==> config.mk <==
export PLATFORM = sky130hd
export DESIGN_NAME = vga_plot_sink_flat
export DESIGN_NICKNAME = d
export VERILOG_FILES = /design/src/rtl/vga_plot_sink_if.sv /design/src/rtl/vga_plot_sink.sv /design/src/flat_wrapper.sv
export SDC_FILE = /design/constraint.sdc
export NUM_CORES = 1
export LEC_CHECK = 0
export BUFFER_PORTS_ARGS = -buffer_cell sky130_fd_sc_hd__buf_2
export CAP_MARGIN = 20
export CORE_MARGIN = 5
export CORE_UTILIZATION = 53
export CTS_CLUSTER_DIAMETER = 200
export DETAILED_ROUTE_END_ITERATION = 8
export PLACE_DENSITY = 0.76
export SETUP_SLACK_MARGIN = 0.2
export SLEW_MARGIN = 20
export SYNTH_ARGS = -nofsm -noshare
export SYNTH_HDL_FRONTEND = slang
export SYNTH_SLANG_ARGS = --single-unit
==> constraint.sdc <==
create_clock -name clock -period 3.5 [get_ports clock]
set_clock_uncertainty 0.05 [all_clocks]
set_input_delay 0.175 -clock clock [delete_from_list [all_inputs] [get_ports clock]]
set_output_delay 0.175 -clock clock [all_outputs]
set_load 0.02 [all_outputs]
==> src/rtl/vga_plot_sink_if.sv <==
// vga_plot_sink_if: pixel plot bus plus framebuffer write port and debug status
interface vga_plot_sink_if;
  logic [7:0]  x;
  logic [6:0]  y;
  logic [2:0]  colour;
  logic        plot;
  logic        clear;
  logic        busy;
  logic [14:0] mem_addr;
  logic [2:0]  mem_data;
  logic        mem_we;
  logic        mem_ready;
  logic [7:0]  dropped_count;
  logic        oob;
  modport master (
    output x, y, colour, plot, clear, mem_ready,
    input  busy, mem_addr, mem_data, mem_we, dropped_count, oob
  );
  modport slave (
    input  x, y, colour, plot, clear, mem_ready,
    output busy, mem_addr, mem_data, mem_we, dropped_count, oob
  );
endinterface

==> src/rtl/vga_plot_sink.sv <==
// vga_plot_sink: buffers plot strobes in a FIFO and issues framebuffer write beats,
// including a full-screen clear to BG_COLOR and drop/out-of-range debug status.
module vga_plot_sink #(
  parameter int         WIDTH      = 160,
  parameter int         HEIGHT     = 120,
  parameter int         FIFO_DEPTH = 4,
  parameter logic [2:0] BG_COLOR   = 3'b000
) (
  input logic            clock,
  input logic            reset,
  vga_plot_sink_if.slave bus
);
  localparam int          AW    = $clog2(FIFO_DEPTH);
  localparam logic [AW:0] DEPTH = (AW + 1)'(FIFO_DEPTH);
  localparam logic [14:0] LAST  = 15'(WIDTH * HEIGHT - 1);
  typedef enum logic [1:0] {IDLE, WRITE, CLEAR} state_t;
  state_t        state_q, state_d;
  logic [17:0]   fifo_q [FIFO_DEPTH];
  logic [AW-1:0] wptr_q, wptr_d, rptr_q, rptr_d;
  logic [AW:0]   cnt_q, cnt_d;
  logic [14:0]   addr_q, addr_d;
  logic [2:0]    data_q, data_d;
  logic [7:0]    drop_q, drop_d;
  logic          we_q, we_d, cp_q, cp_d, oob_q, oob_d;
  logic          in_range, full, push, pop, accept, go, cp_now;
  logic [17:0]   head;
  assign in_range = ({1'b0, bus.x} < 9'(WIDTH)) && ({1'b0, bus.y} < 8'(HEIGHT));
  assign full     = cnt_q == DEPTH;
  assign push     = bus.plot && in_range && !full;
  assign head     = fifo_q[rptr_q];
  assign accept   = we_q && bus.mem_ready;
  // go: the output register is free to take a new beat this cycle
  assign go       = state_q == IDLE || (accept && (state_q == WRITE || addr_q == LAST));
  assign cp_now   = state_q != CLEAR && cp_q;
  assign pop      = go && !cp_now && cnt_q != '0;
  always_comb begin
    state_d = !go ? state_q : cp_now ? CLEAR : pop ? WRITE : IDLE;
    addr_d  = !go ? ((state_q == CLEAR && accept) ? addr_q + 15'd1 : addr_q)
            : cp_now ? 15'd0
            : pop ? 15'(head[9:3]) * 15'(WIDTH) + 15'(head[17:10]) : addr_q;
    data_d  = !go ? data_q : cp_now ? BG_COLOR : pop ? head[2:0] : data_q;
    we_d    = go ? (cp_now || pop) : we_q;
    cp_d    = state_q == CLEAR ? !(accept && addr_q == LAST) : (cp_q || bus.clear);
    cnt_d   = cnt_q + (AW + 1)'(push) - (AW + 1)'(pop);
    wptr_d  = wptr_q + AW'(push);
    rptr_d  = rptr_q + AW'(pop);
    oob_d   = oob_q || (bus.plot && !in_range);
    drop_d  = drop_q + 8'(bus.plot && in_range && full && drop_q != 8'hff);
  end
  always_ff @(posedge clock)
    if (push) fifo_q[wptr_q] <= {bus.x, bus.y, bus.colour};
  always_ff @(posedge clock or posedge reset)
    if (reset) begin
      state_q <= IDLE;
      wptr_q  <= '0;
      rptr_q  <= '0;
      cnt_q   <= '0;
      addr_q  <= '0;
      data_q  <= '0;
      we_q    <= 1'b0;
      cp_q    <= 1'b0;
      oob_q   <= 1'b0;
      drop_q  <= '0;
    end else begin
      state_q <= state_d;
      wptr_q  <= wptr_d;
      rptr_q  <= rptr_d;
      cnt_q   <= cnt_d;
      addr_q  <= addr_d;
      data_q  <= data_d;
      we_q    <= we_d;
      cp_q    <= cp_d;
      oob_q   <= oob_d;
      drop_q  <= drop_d;
    end
  assign bus.busy          = full || state_q == CLEAR;
  assign bus.mem_addr      = addr_q;
  assign bus.mem_data      = data_q;
  assign bus.mem_we        = we_q;
  assign bus.dropped_count = drop_q;
  assign bus.oob           = oob_q;
endmodule
==> src/flat_wrapper.sv <==
// flat-port wrapper written by rule: the top's interface ports become plain ports
module vga_plot_sink_flat 
#(
  parameter int         WIDTH      = 160,
  parameter int         HEIGHT     = 120,
  parameter int         FIFO_DEPTH = 4,
  parameter logic [2:0] BG_COLOR   = 3'b000
)
  (clock, reset, bus_x, bus_y, bus_colour, bus_plot, bus_clear, bus_mem_ready, bus_busy, bus_mem_addr, bus_mem_data, bus_mem_we, bus_dropped_count, bus_oob);
  vga_plot_sink_if bus_i ();
  input logic clock;
  input logic reset;
  input wire logic [$bits(bus_i.x)-1:0] bus_x;
  input wire logic [$bits(bus_i.y)-1:0] bus_y;
  input wire logic [$bits(bus_i.colour)-1:0] bus_colour;
  input wire logic [$bits(bus_i.plot)-1:0] bus_plot;
  input wire logic [$bits(bus_i.clear)-1:0] bus_clear;
  input wire logic [$bits(bus_i.mem_ready)-1:0] bus_mem_ready;
  output wire logic [$bits(bus_i.busy)-1:0] bus_busy;
  output wire logic [$bits(bus_i.mem_addr)-1:0] bus_mem_addr;
  output wire logic [$bits(bus_i.mem_data)-1:0] bus_mem_data;
  output wire logic [$bits(bus_i.mem_we)-1:0] bus_mem_we;
  output wire logic [$bits(bus_i.dropped_count)-1:0] bus_dropped_count;
  output wire logic [$bits(bus_i.oob)-1:0] bus_oob;
  assign bus_i.x = bus_x;
  assign bus_i.y = bus_y;
  assign bus_i.colour = bus_colour;
  assign bus_i.plot = bus_plot;
  assign bus_i.clear = bus_clear;
  assign bus_i.mem_ready = bus_mem_ready;
  assign bus_busy = bus_i.busy;
  assign bus_mem_addr = bus_i.mem_addr;
  assign bus_mem_data = bus_i.mem_data;
  assign bus_mem_we = bus_i.mem_we;
  assign bus_dropped_count = bus_i.dropped_count;
  assign bus_oob = bus_i.oob;
  vga_plot_sink #(.WIDTH(WIDTH), .HEIGHT(HEIGHT), .FIFO_DEPTH(FIFO_DEPTH), .BG_COLOR(BG_COLOR)) u_core (.clock(clock), .reset(reset), .bus(bus_i));
endmodule
==> flow_metrics.env, run 1 <==
export IMPL_wirelength_mm=10.9
export IMPL_critPathArrivalTime_ps=3490
export IMPL_p_leak_nw=2.41
export IMPL_core_area_um2=9640
export IMPL_clkPwrFrac_pct=23.1
export IMPL_drive_gt1_share_pct=27.3
export IMPL_num_rows=36
export IMPL_grt_max_degree=39
export IMPL_ys_seq_area_share_pct=60.2
export IMPL_syn_inst=374
export IMPL_p_int_mw=2.19
export IMPL_gr_usage_all_layers_pct=19.6
export IMPL_crit_type="reg2reg"
export IMPL_worstMarginPinSlew_ps=794
export IMPL_area_growth_synth_to_final_pct=19.2
export IMPL_cts_tree="done"
export IMPL_final_cells=602
export IMPL_avgSynthCellArea_um2=13.8
export IMPL_h_tree_depth=3
export IMPL_hold_depth=5
export IMPL_fin_crit_sh_pct=94.8
export IMPL_die_area_um2=11800
export IMPL_cts_buffers=9
export IMPL_grt_pass1_vias=3348
export IMPL_setup_viol=0
export IMPL_final_max_slew_viol_count=0
export IMPL_hold_end="u_core.bus.mem_we"
export IMPL_rr_endpoint="u_core.bus.mem_addr[14]"
export IMPL_postSynthNetCount=420
export IMPL_p_switching_mw=1.03
export IMPL_dp_hpwl_mm=7.50
export IMPL_slew_headroom_pct=47.0
export IMPL_regToRegStartpoint="u_core.rptr_q[0]"
export IMPL_critPathCaptureType="flip-flop"
export IMPL_clock_sinks=110
export IMPL_initialDrtViolationCount=298
export IMPL_finalHoldViolCount=0
export IMPL_routed_via_density=5.70
export IMPL_grt_pass1_wl_mm=17.5
export IMPL_overflow=0
export IMPL_detail_route_antenna_nets=0
export IMPL_holdCritPathClass="in2reg"
export IMPL_cap_violations=0
export IMPL_ios=52
export IMPL_pwr_share_comb_pct=24.0
export IMPL_antennaDiodeCount=0
export IMPL_swShare_pct=32.1
export IMPL_critPathMaxFanout=5
export IMPL_min_delay_start="bus_mem_ready"
export IMPL_rr_worst_depth=11
export IMPL_ir_drop_v=0.000287
export IMPL_wire_per_inst_um=18.1
export IMPL_max_freq_mhz=302
export IMPL_syn_area_um2=5170
export IMPL_dr_pass1_iters=5
export IMPL_start_kind="flip-flop"
export IMPL_clockBufferDepth=2
export IMPL_start_util_pct=53.7
export IMPL_antenna_found_initial=0
export IMPL_power_density_nw_per_um2=522
export IMPL_drc=0
export IMPL_pre_cts_ws_ps=-4.33
export IMPL_vias=3430
export IMPL_yosys_register_bits=110
export IMPL_rrSetupSlack_ps=180
export IMPL_final_nets=510
export IMPL_numPortBuffers=51
export IMPL_cts_root_buffer="clkbuf_8"
export IMPL_yosys_warnings=0
export IMPL_status="complete, no violations"
export IMPL_insertion_delay_ps=360
export IMPL_period_needed_ps=3320
export IMPL_placed_cells=558
export IMPL_power_frac_seq_pct=52.9
export IMPL_gp_congestion=0.888
export IMPL_rsz0062_at_grt="yes"
export IMPL_die_w_um=109
export IMPL_worst_ep_required_time_ps=3670
export IMPL_cts_clk_slew_worst_paths_ps=110
export IMPL_setup_ws_ps=184
export IMPL_synth_distinct_cells=54
export IMPL_fp_dieH_um=109
==> flip-flops by register name (all words and copies together) (netlist names), 2 cells and up <==
signal	flops
u_core.fifo_q	72
u_core.state_q	2
u_core.bus.mem_data	3
u_core.rptr_q	2
u_core.cnt_q	3
u_core.wptr_q	2
u_core.bus.dropped_count	8
u_core.bus.mem_addr	15
==> area by class of cell <==
| cell class | count | area, um2 |
|---|---|---|
| Fill cell | 746 | 3470 |
| Timing Repair Buffer | 90 | 608 |
| Inverter | 14 | 55.1 |
| Clock buffer | 9 | 124 |
| Multi-Input combinational cell | 239 | 2030 |
| Sequential cell | 110 | 3110 |
| Tap cell | 133 | 166 |
| Clock inverter | 7 | 72.6 |
==> power groups by stage <==
stage          sequential (mW)  clock, mW  combinational (mW)
2_1_floorplan             1.76          0               0.446
3_3_place_gp              1.72          0               0.695
3_5_place_dp              1.73          0               0.727
4_1_cts                   1.70      0.759               0.756
5_1_grt                   1.72      0.818               0.848
6_report                  1.70      0.745               0.773
==> cell families (layout without fill, tap and decap cells) <==
group | count (synthesis) | in the layout | share of synthesized area, %
muxes | 18 | 18 | 7.83
xor gates and xnor gates | 21 | 21 | 3.55
AOI/OAI and AO/OA | 79 | 79 | 10.4
adders and majority gates | 23 | 23 | 6.00
and+or+nand+nor | 98 | 98 | 9.77
DFF | 110 | 110 | 60.2
buffers and inverters | 25 | 120 | 2.30
==> Yosys cell counts, drive strengths merged <==
| library cell | instances | share of area (%) |
|---|---|---|
| and3 | 4 | 0.48 |
| a21oi | 30 | 3.1 |
| nand2b | 3 | 0.36 |
| o21ai | 15 | 1.7 |
| nand4 | 5 | 0.89 |
| nand3 | 6 | 0.58 |
| o31ai | 3 | 0.44 |
| a22o | 3 | 0.51 |
| xor2 | 6 | 1.0 |
| o2bb2ai | 1 | 0.17 |
| o21a | 2 | 0.29 |
| edfxtp | 72 | 42 |
| and2 | 7 | 0.85 |
| a211oi | 2 | 0.39 |
| or2 | 1 | 0.12 |
| nand2 | 34 | 2.5 |
| a32oi | 2 | 0.34 |
| buf | 11 | 1.3 |
| o21ba | 1 | 0.19 |
| fa | 3 | 1.2 |
| a221oi | 2 | 0.34 |
| ha | 20 | 4.8 |
| nor3 | 4 | 0.39 |
| and3b | 1 | 0.17 |
| nor3b | 1 | 0.15 |
| nand4b | 1 | 0.17 |
| o21bai | 1 | 0.36 |
| dfrtp | 38 | 18 |
| inv | 14 | 1.0 |
| o22ai | 2 | 0.24 |
| and4b | 2 | 0.46 |
| a32o | 1 | 0.19 |
| mux4 | 18 | 7.8 |
| nor2 | 24 | 1.8 |
| a211o | 1 | 0.17 |
| nor4 | 1 | 0.12 |
| xnor2 | 15 | 2.5 |
| and4 | 4 | 0.68 |
| a2bb2oi | 1 | 0.17 |
| o32a | 1 | 0.19 |
| o22a | 4 | 0.68 |
| a21o | 4 | 0.58 |
| a31oi | 3 | 0.36 |
==> per-layer routing <==
metal	routed length (um)	share of wire (%)	global-route usage (%)	vias up
li1	-	-	-	1598
met1	4620	42	26.9	1698
met2	5470	50	33.1	120
met3	632	5.8	2.78	14
met4	163	1.5	5.14	0
met5	0	0	0	-
==> layout by cell type, fill, tap and decap left out, types with 3 or more instances in the layout <==
master          n
inv_1          11
nor3_1          4
and4_1          4
buf_2          51
dfrtp_1        37
nand2_1        33
nor2_1         22
ha_4            4
o22a_1          4
mux4_2         18
o21ai_0        14
a31oi_1         3
a22o_1          3
xor2_1          6
nand3_1         6
nand4_1         4
nand2b_1        3
edfxtp_1       72
buf_4          16
clkbuf_8        9
and2_1          7
a21oi_1        29
xnor2_1        14
and3_1          4
ha_1           16
a21o_1          4
dlygate4sd3_1  21
==> what timing repair did <==
action	CTS	global route
hold buffers	21	0
pin swaps	3	10
gates resized for setup	4	9
hold endpoints to repair	109	0
setup buffers	3	4
endpoints found under the setup margin	3	4
==> worst max-delay path: stages, from the launching register on <==
cell      delay, ps
dfrtp_2         450
buf_6           130
mux4_2          560
ha_4            310
inv_2            40
fa_2            610
and3b_1         180
a32o_2          240
nand4b_1        150
nand2b_1         90
a221oi_2        280
a221oi_2         90
==> worst max path at each step <==
stage | start | end | depth (start not counted)
final | u_core.rptr_q[0] | u_core.bus.mem_addr[14] | 11
after global routing | u_core.rptr_q[0] | u_core.bus.mem_addr[14] | 11
after CTS | u_core.rptr_q[0] | u_core.bus.mem_addr[14] | 11
after detailed placement | u_core.rptr_q[0] | u_core.bus.mem_addr[14] | 12
after global placement | u_core.rptr_q[0] | u_core.bus.mem_addr[14] | 11
after floorplan | u_core.rptr_q[0] | u_core.bus.mem_addr[14] | 13
==> through the flow <==
| stage | util (%) | hold slack (ps) | TNS [ps] | total power [mW] | instance area, um2 |
|---|---|---|---|---|---|
| finish | 64.0 | 355 | 0 | 3.22 | 6170 |
| global route | 64.0 | 416 | 0 | 3.39 | 6170 |
| CTS | 63.2 | 350 | 0 | 3.22 | 6090 |
| detailed placement | 58.6 | 293 | -4.33 | 2.46 | 5650 |
| global placement | 58.6 | 278 | 0 | 2.41 | 5650 |
| floorplan | - | 224 | 0 | 2.21 | 5220 |
No activity file was read; power rests on OpenSTA's default activity.
==> run 2: changes to the inputs <==
--- a/config.mk
+++ b/config.mk
@@ -11,6 +11,7 @@
 export CORE_UTILIZATION = 53
 export CTS_CLUSTER_DIAMETER = 200
 export DETAILED_ROUTE_END_ITERATION = 8
+export GPL_TIMING_DRIVEN = 0
 export PLACE_DENSITY = 0.76
 export SETUP_SLACK_MARGIN = 0.2
 export SLEW_MARGIN = 20
==> flow_metrics.env, run 2 (synthesis gave the netlist of run 1 again) <==
export IMPL_cts_clk_slew_worst_paths_ps=100
export IMPL_rr_worst_depth=14
export IMPL_dr_pass1_iters=5
export IMPL_p_switching_mw=1.03
export IMPL_dp_hpwl_mm=7.97
export IMPL_detail_route_antenna_nets=0
export IMPL_overflow=0
export IMPL_critPathCaptureType="flip-flop"
export IMPL_cts_buffers=9
export IMPL_start_kind="flip-flop"
export IMPL_crit_path_top_delay_cell="mux4_2"
export IMPL_max_stage_delay_ps=560
export IMPL_regMostFlops="u_core.fifo_q"
export IMPL_rsz0062_at_grt="yes"
export IMPL_cap_violations=0
export IMPL_drive_gt1_share_pct=31.0
export IMPL_final_max_slew_viol_count=0
export IMPL_max_freq_mhz=292
export IMPL_final_cell_mix="72 x edfxtp_1, 57 x buf_2, 38 x dfrtp_1"
export IMPL_gp_congestion=0.940
export IMPL_largest_reg_flops=72
export IMPL_cts_root_buffer="clkbuf_8"
export IMPL_num_fill_cells=714
export IMPL_grt_max_degree=28
export IMPL_pre_cts_ws_ps=-248
export IMPL_mostFrequentLayoutCell="edfxtp_1"
export IMPL_num_rows=36
export IMPL_holdCritPathClass="in2reg"
export IMPL_crit_type="reg2reg"
export IMPL_die_w_um=109
export IMPL_drc=0
export IMPL_start_util_pct=53.7
export IMPL_power_frac_seq_pct=50.4
export IMPL_rr_endpoint="u_core.bus.mem_addr[10]"
export IMPL_fin_crit_sh_pct=97.9
export IMPL_fp_dieH_um=109
export IMPL_placed_cells=564
export IMPL_area_growth_synth_to_final_pct=22.7
export IMPL_setup_tns_ps=0
export IMPL_final_util_pct=65.9
export IMPL_vias=3477
export IMPL_core_area_um2=9640
export IMPL_grt_pass1_wl_mm=18.2
export IMPL_hold_depth=1
export IMPL_die_area_um2=11800
export IMPL_crit_top_cell="ha_4"
export IMPL_period_needed_ps=3430
export IMPL_clockBufferDepth=2
export IMPL_critPathArrivalTime_ps=3680
export IMPL_grt_pass1_vias=3565
export IMPL_hold_end="u_core.fifo_q[1][9]"
export IMPL_worstMarginPinSlew_ps=1000
export IMPL_gr_usage_all_layers_pct=20.4
export IMPL_critPathMaxFanout=7
export IMPL_status="complete, no violations"
export IMPL_worst_ep_required_time_ps=3760
export IMPL_antennaDiodeCount=0
export IMPL_cts_tree="done"
export IMPL_insertion_delay_ps=360
export IMPL_regToRegStartpoint="u_core.rptr_q[0]"
export IMPL_wirelength_mm=11.4
export IMPL_swShare_pct=30.5
export IMPL_h_tree_depth=3
export IMPL_numPortBuffers=51
export IMPL_finish_instance_area_um2=6350
export IMPL_crit_chain="buf_8 > buf_12 > mux4_2 > ha_4 > ha_4 > inv_2 > fa_2 > and3b_1 > a32o_2 > buf_4 > xor2_2 > nand2_1 > a21oi_2 > o22a_1"
export IMPL_p_leak_nw=2.49
export IMPL_setup_ws_ps=72.4
export IMPL_power_density_nw_per_um2=533
export IMPL_final_nets=519
export IMPL_final_cells=611
export IMPL_pwr_share_comb_pct=24.7
export IMPL_finalHoldViolCount=0
export IMPL_ir_drop_v=0.000290
export IMPL_p_int_mw=2.35
export IMPL_wire_per_inst_um=18.6
export IMPL_rrSetupSlack_ps=70
export IMPL_min_delay_start="bus_y[6]"
export IMPL_clock_sinks=110
export IMPL_initialDrtViolationCount=247
export IMPL_antenna_found_initial=0
export IMPL_routed_via_density=5.69
export IMPL_setup_viol=0
export IMPL_clkPwrFrac_pct=25.0
export IMPL_dpl_instance_area_um2=5720
export IMPL_slew_headroom_pct=33.1
export IMPL_ios=52
-- run 2: final cells by class --
type / instances / area [um2] / share of cell area (%)
sequential: 110 / 3110 / 49.0
multi-input combinational: 239 / 2090 / 32.9
timing repair buffer: 88 / 603 / 9.50
tap: 133 / 166 / 2.62
clock buffer: 9 / 124 / 1.95
clock inverter: 7 / 106 / 1.67
buffer: 11 / 95.1 / 1.50
inverter: 14 / 52.6 / 0.827
-- run 2: power by group through the flow --
stage | combinational (mW) | clock, mW | sequential (mW)
2_1_floorplan | 0.446 | 0 | 1.76
3_3_place_gp | 0.687 | 0 | 1.72
3_5_place_dp | 0.741 | 0 | 1.73
4_1_cts | 0.791 | 0.866 | 1.70
5_1_grt | 0.915 | 0.918 | 1.73
6_report | 0.835 | 0.846 | 1.71
-- run 2: metal layers --
layer	routed length, um	global-route usage [%]	vias up
li1	-	-	1609
met1	4680	25.8	1737
met5	0	0	-
met3	546	2.37	12
met4	166	6.76	0
met2	5970	36.5	119
-- run 2: through the flow --
stage	power, mW	hold WS [ps]
floorplan	2.21	224
global placement	2.40	336
detailed placement	2.47	89.2
CTS	3.36	9.47
global route	3.56	10.7
finish	3.39	23.3
-- run 2: worst max-delay path, delay by kind of cell, from the launching register on --
kind / cells / cell delay, ps
flip-flops: 1 / 400
AO/OA/AOI/OAI: 3 / 520
AND/OR/NAND/NOR: 2 / 300
XOR/XNOR: 1 / 160
multiplexers: 1 / 560
buffers and inverters: 4 / 420
adder cells (fa/ha/maj): 3 / 970
-- run 2: worst max path at each step --
stage | start | end | cells after the start
floorplan | u_core.rptr_q[0] | u_core.bus.mem_addr[14] | 13
global placement | bus_x[6] | u_core.fifo_q[0][4] | 4
detailed placement | u_core.rptr_q[1] | u_core.bus.mem_addr[14] | 13
CTS | u_core.rptr_q[0] | u_core.bus.mem_addr[14] | 13
global route | u_core.rptr_q[0] | u_core.bus.mem_addr[10] | 14
finish | u_core.rptr_q[0] | u_core.bus.mem_addr[10] | 14
-- run 2: what timing repair did --
action	4_1_cts	5_1_grt
pin swaps	9	11
buffers inserted	10	1
endpoints found under the hold margin	108	0
cloned	0	0
gates resized for setup	9	12
hold buffers	20	0
setup endpoints to repair	5	6
==> run 3: changes to the inputs <==
--- a/config.mk
+++ b/config.mk
@@ -12,7 +12,9 @@
 export CTS_CLUSTER_DIAMETER = 200
 export DETAILED_ROUTE_END_ITERATION = 8
 export GPL_TIMING_DRIVEN = 0
+export MAX_ROUTING_LAYER = met4
 export PLACE_DENSITY = 0.76
+export RECOVER_POWER = 100
 export SETUP_SLACK_MARGIN = 0.2
 export SLEW_MARGIN = 20
 export SYNTH_ARGS = -nofsm -noshare
==> flow_metrics.env, run 3 (synthesis gave the netlist of run 1 again) <==
export IMPL_status="finished with violations"
export IMPL_fin_crit_sh_pct=97.0
export IMPL_numPortBuffers=51
export IMPL_wirelength_mm=11.4
export IMPL_largest_reg_flops=72
export IMPL_h_tree_depth=3
export IMPL_drive_gt1_share_pct=18.6
export IMPL_power_mw=3.22
export IMPL_start_kind="flip-flop"
export IMPL_start_util_pct=53.7
export IMPL_gr_usage_all_layers_pct=21.2
export IMPL_clockBufferDepth=2
export IMPL_setup_tns_ps=0
export IMPL_grt_pass1_wl_mm=18.2
export IMPL_drc=0
export IMPL_power_density_nw_per_um2=518
export IMPL_area_growth_synth_to_final_pct=20.3
export IMPL_cap_violations=1
export IMPL_critPathMaxFanout=8
export IMPL_rrSetupSlack_ps=100
export IMPL_final_max_slew_viol_count=28
export IMPL_cts_root_buffer="clkbuf_8"
export IMPL_period_needed_ps=3400
export IMPL_dpl_instance_area_um2=5720
export IMPL_grt_max_degree=28
export IMPL_final_cell_mix="72 x edfxtp_1, 52 x clkbuf_1, 38 x dfrtp_1"
export IMPL_cts_buffers=9
export IMPL_slew_headroom_pct=-3.08
export IMPL_dr_pass1_iters=4
export IMPL_crit_type="reg2reg"
export IMPL_num_fill_cells=765
export IMPL_final_util_pct=64.6
export IMPL_vias=3490
export IMPL_detail_route_antenna_nets=0
export IMPL_ir_drop_v=0.000345
export IMPL_dp_hpwl_mm=8.18
export IMPL_max_freq_mhz=294
export IMPL_holdWs_ps=314
export IMPL_insertion_delay_ps=360
export IMPL_wire_per_inst_um=18.7
export IMPL_die_w_um=109
export IMPL_routed_via_density=5.70
export IMPL_rr_endpoint="u_core.bus.mem_addr[14]"
export IMPL_mostFrequentLayoutCell="edfxtp_1"
export IMPL_p_leak_nw=2.32
export IMPL_gp_congestion=0.948
export IMPL_critPathArrivalTime_ps=3600
export IMPL_fp_dieH_um=109
export IMPL_ios=52
export IMPL_clock_sinks=110
export IMPL_violations="max-capacitance violations, max-slew violations"
export IMPL_num_rows=36
export IMPL_antennaDiodeCount=0
export IMPL_critPathCaptureType="flip-flop"
export IMPL_worstMarginPinSlew_ps=1550
export IMPL_final_nets=520
export IMPL_initialDrtViolationCount=202
export IMPL_rr_worst_depth=13
export IMPL_finish_instance_area_um2=6220
export IMPL_regMostFlops="u_core.fifo_q"
export IMPL_grt_pass1_vias=3467
export IMPL_overflow=0
export IMPL_setup_viol=0
export IMPL_cts_clk_slew_worst_paths_ps=110
export IMPL_die_area_um2=11800
export IMPL_antenna_found_initial=0
export IMPL_cts_tree="done"
export IMPL_holdCritPathClass="in2async"
export IMPL_worst_ep_required_time_ps=3700
export IMPL_core_area_um2=9640
export IMPL_rsz0062_at_grt="yes"
export IMPL_finalHoldViolCount=0
export IMPL_regToRegStartpoint="u_core.rptr_q[0]"
[run 3: timing repair]
item / 4_1_cts / 5_1_grt
setup buffers: 9 / 2
hold buffers: 21 / 0
setup endpoints to repair: 5 / 6
hold endpoints to repair: 94 / 0
pin swaps: 8 / 9
resized for setup: 10 / 12
[run 3: final cells by class]
class / instances / area, um2 / share of cell area, %
Clock inverter: 7 / 46.3 / 0.744
Sequential cell: 110 / 3110 / 50.0
Tap cell: 133 / 166 / 2.67
Clock buffer: 9 / 124 / 1.99
Buffer: 11 / 92.6 / 1.49
Timing Repair Buffer: 89 / 538 / 8.64
Multi-Input combinational cell: 239 / 2090 / 33.6
Inverter: 14 / 52.6 / 0.844
[run 3: how the worst max path moves through the flow]
stage	start	to	slack [ps]
2_1_floorplan	u_core.rptr_q[0]	u_core.bus.mem_addr[14]	80
3_3_place_gp	bus_x[6]	u_core.fifo_q[0][4]	-970
3_5_place_dp	u_core.rptr_q[1]	u_core.bus.mem_addr[14]	-200
4_1_cts	u_core.rptr_q[0]	u_core.bus.mem_addr[14]	110
5_1_grt	u_core.rptr_q[0]	u_core.bus.mem_addr[12]	-6
6_report	u_core.rptr_q[0]	u_core.bus.mem_addr[14]	100
[run 3: per-stage QoR]
stage | worst slack, ps | cells
after floorplan | 75.7 | 374
after global routing | -6.29 | 612
after global placement | -971 | 558
after CTS | 105 | 610
final | 103 | 612
after detailed placement | -204 | 564
[run 3: where the power goes]
group	leakage, nW	switching (mW)	internal, mW
sequential	1.11	0.128	1.58
combinational	1.12	0.486	0.342
clock	0.0855	0.424	0.261
total	2.32	1.04	2.19
[run 3: per-layer routing]
metal  vias to the layer above  share of wire, %  global-route usage (%)
met5                         -                 0                       -
met4                         0               1.5                    6.49
met3                        14               5.2                    3.32
met2                        92                51                    34.5
met1                      1775                42                    27.7
li1                       1609                 -                       -
[run 3: worst max-delay path: stages, from the launching register on]
cell and delay [ps]:
dfrtp_1 390, buf_8 120, buf_12 120, mux4_2 560, ha_4 300, ha_4 120, inv_2 40, fa_2 550
and3b_1 170, a32o_2 230, nand4b_1 180, nand2b_1 100, a221oi_2 290, a221oi_2 90
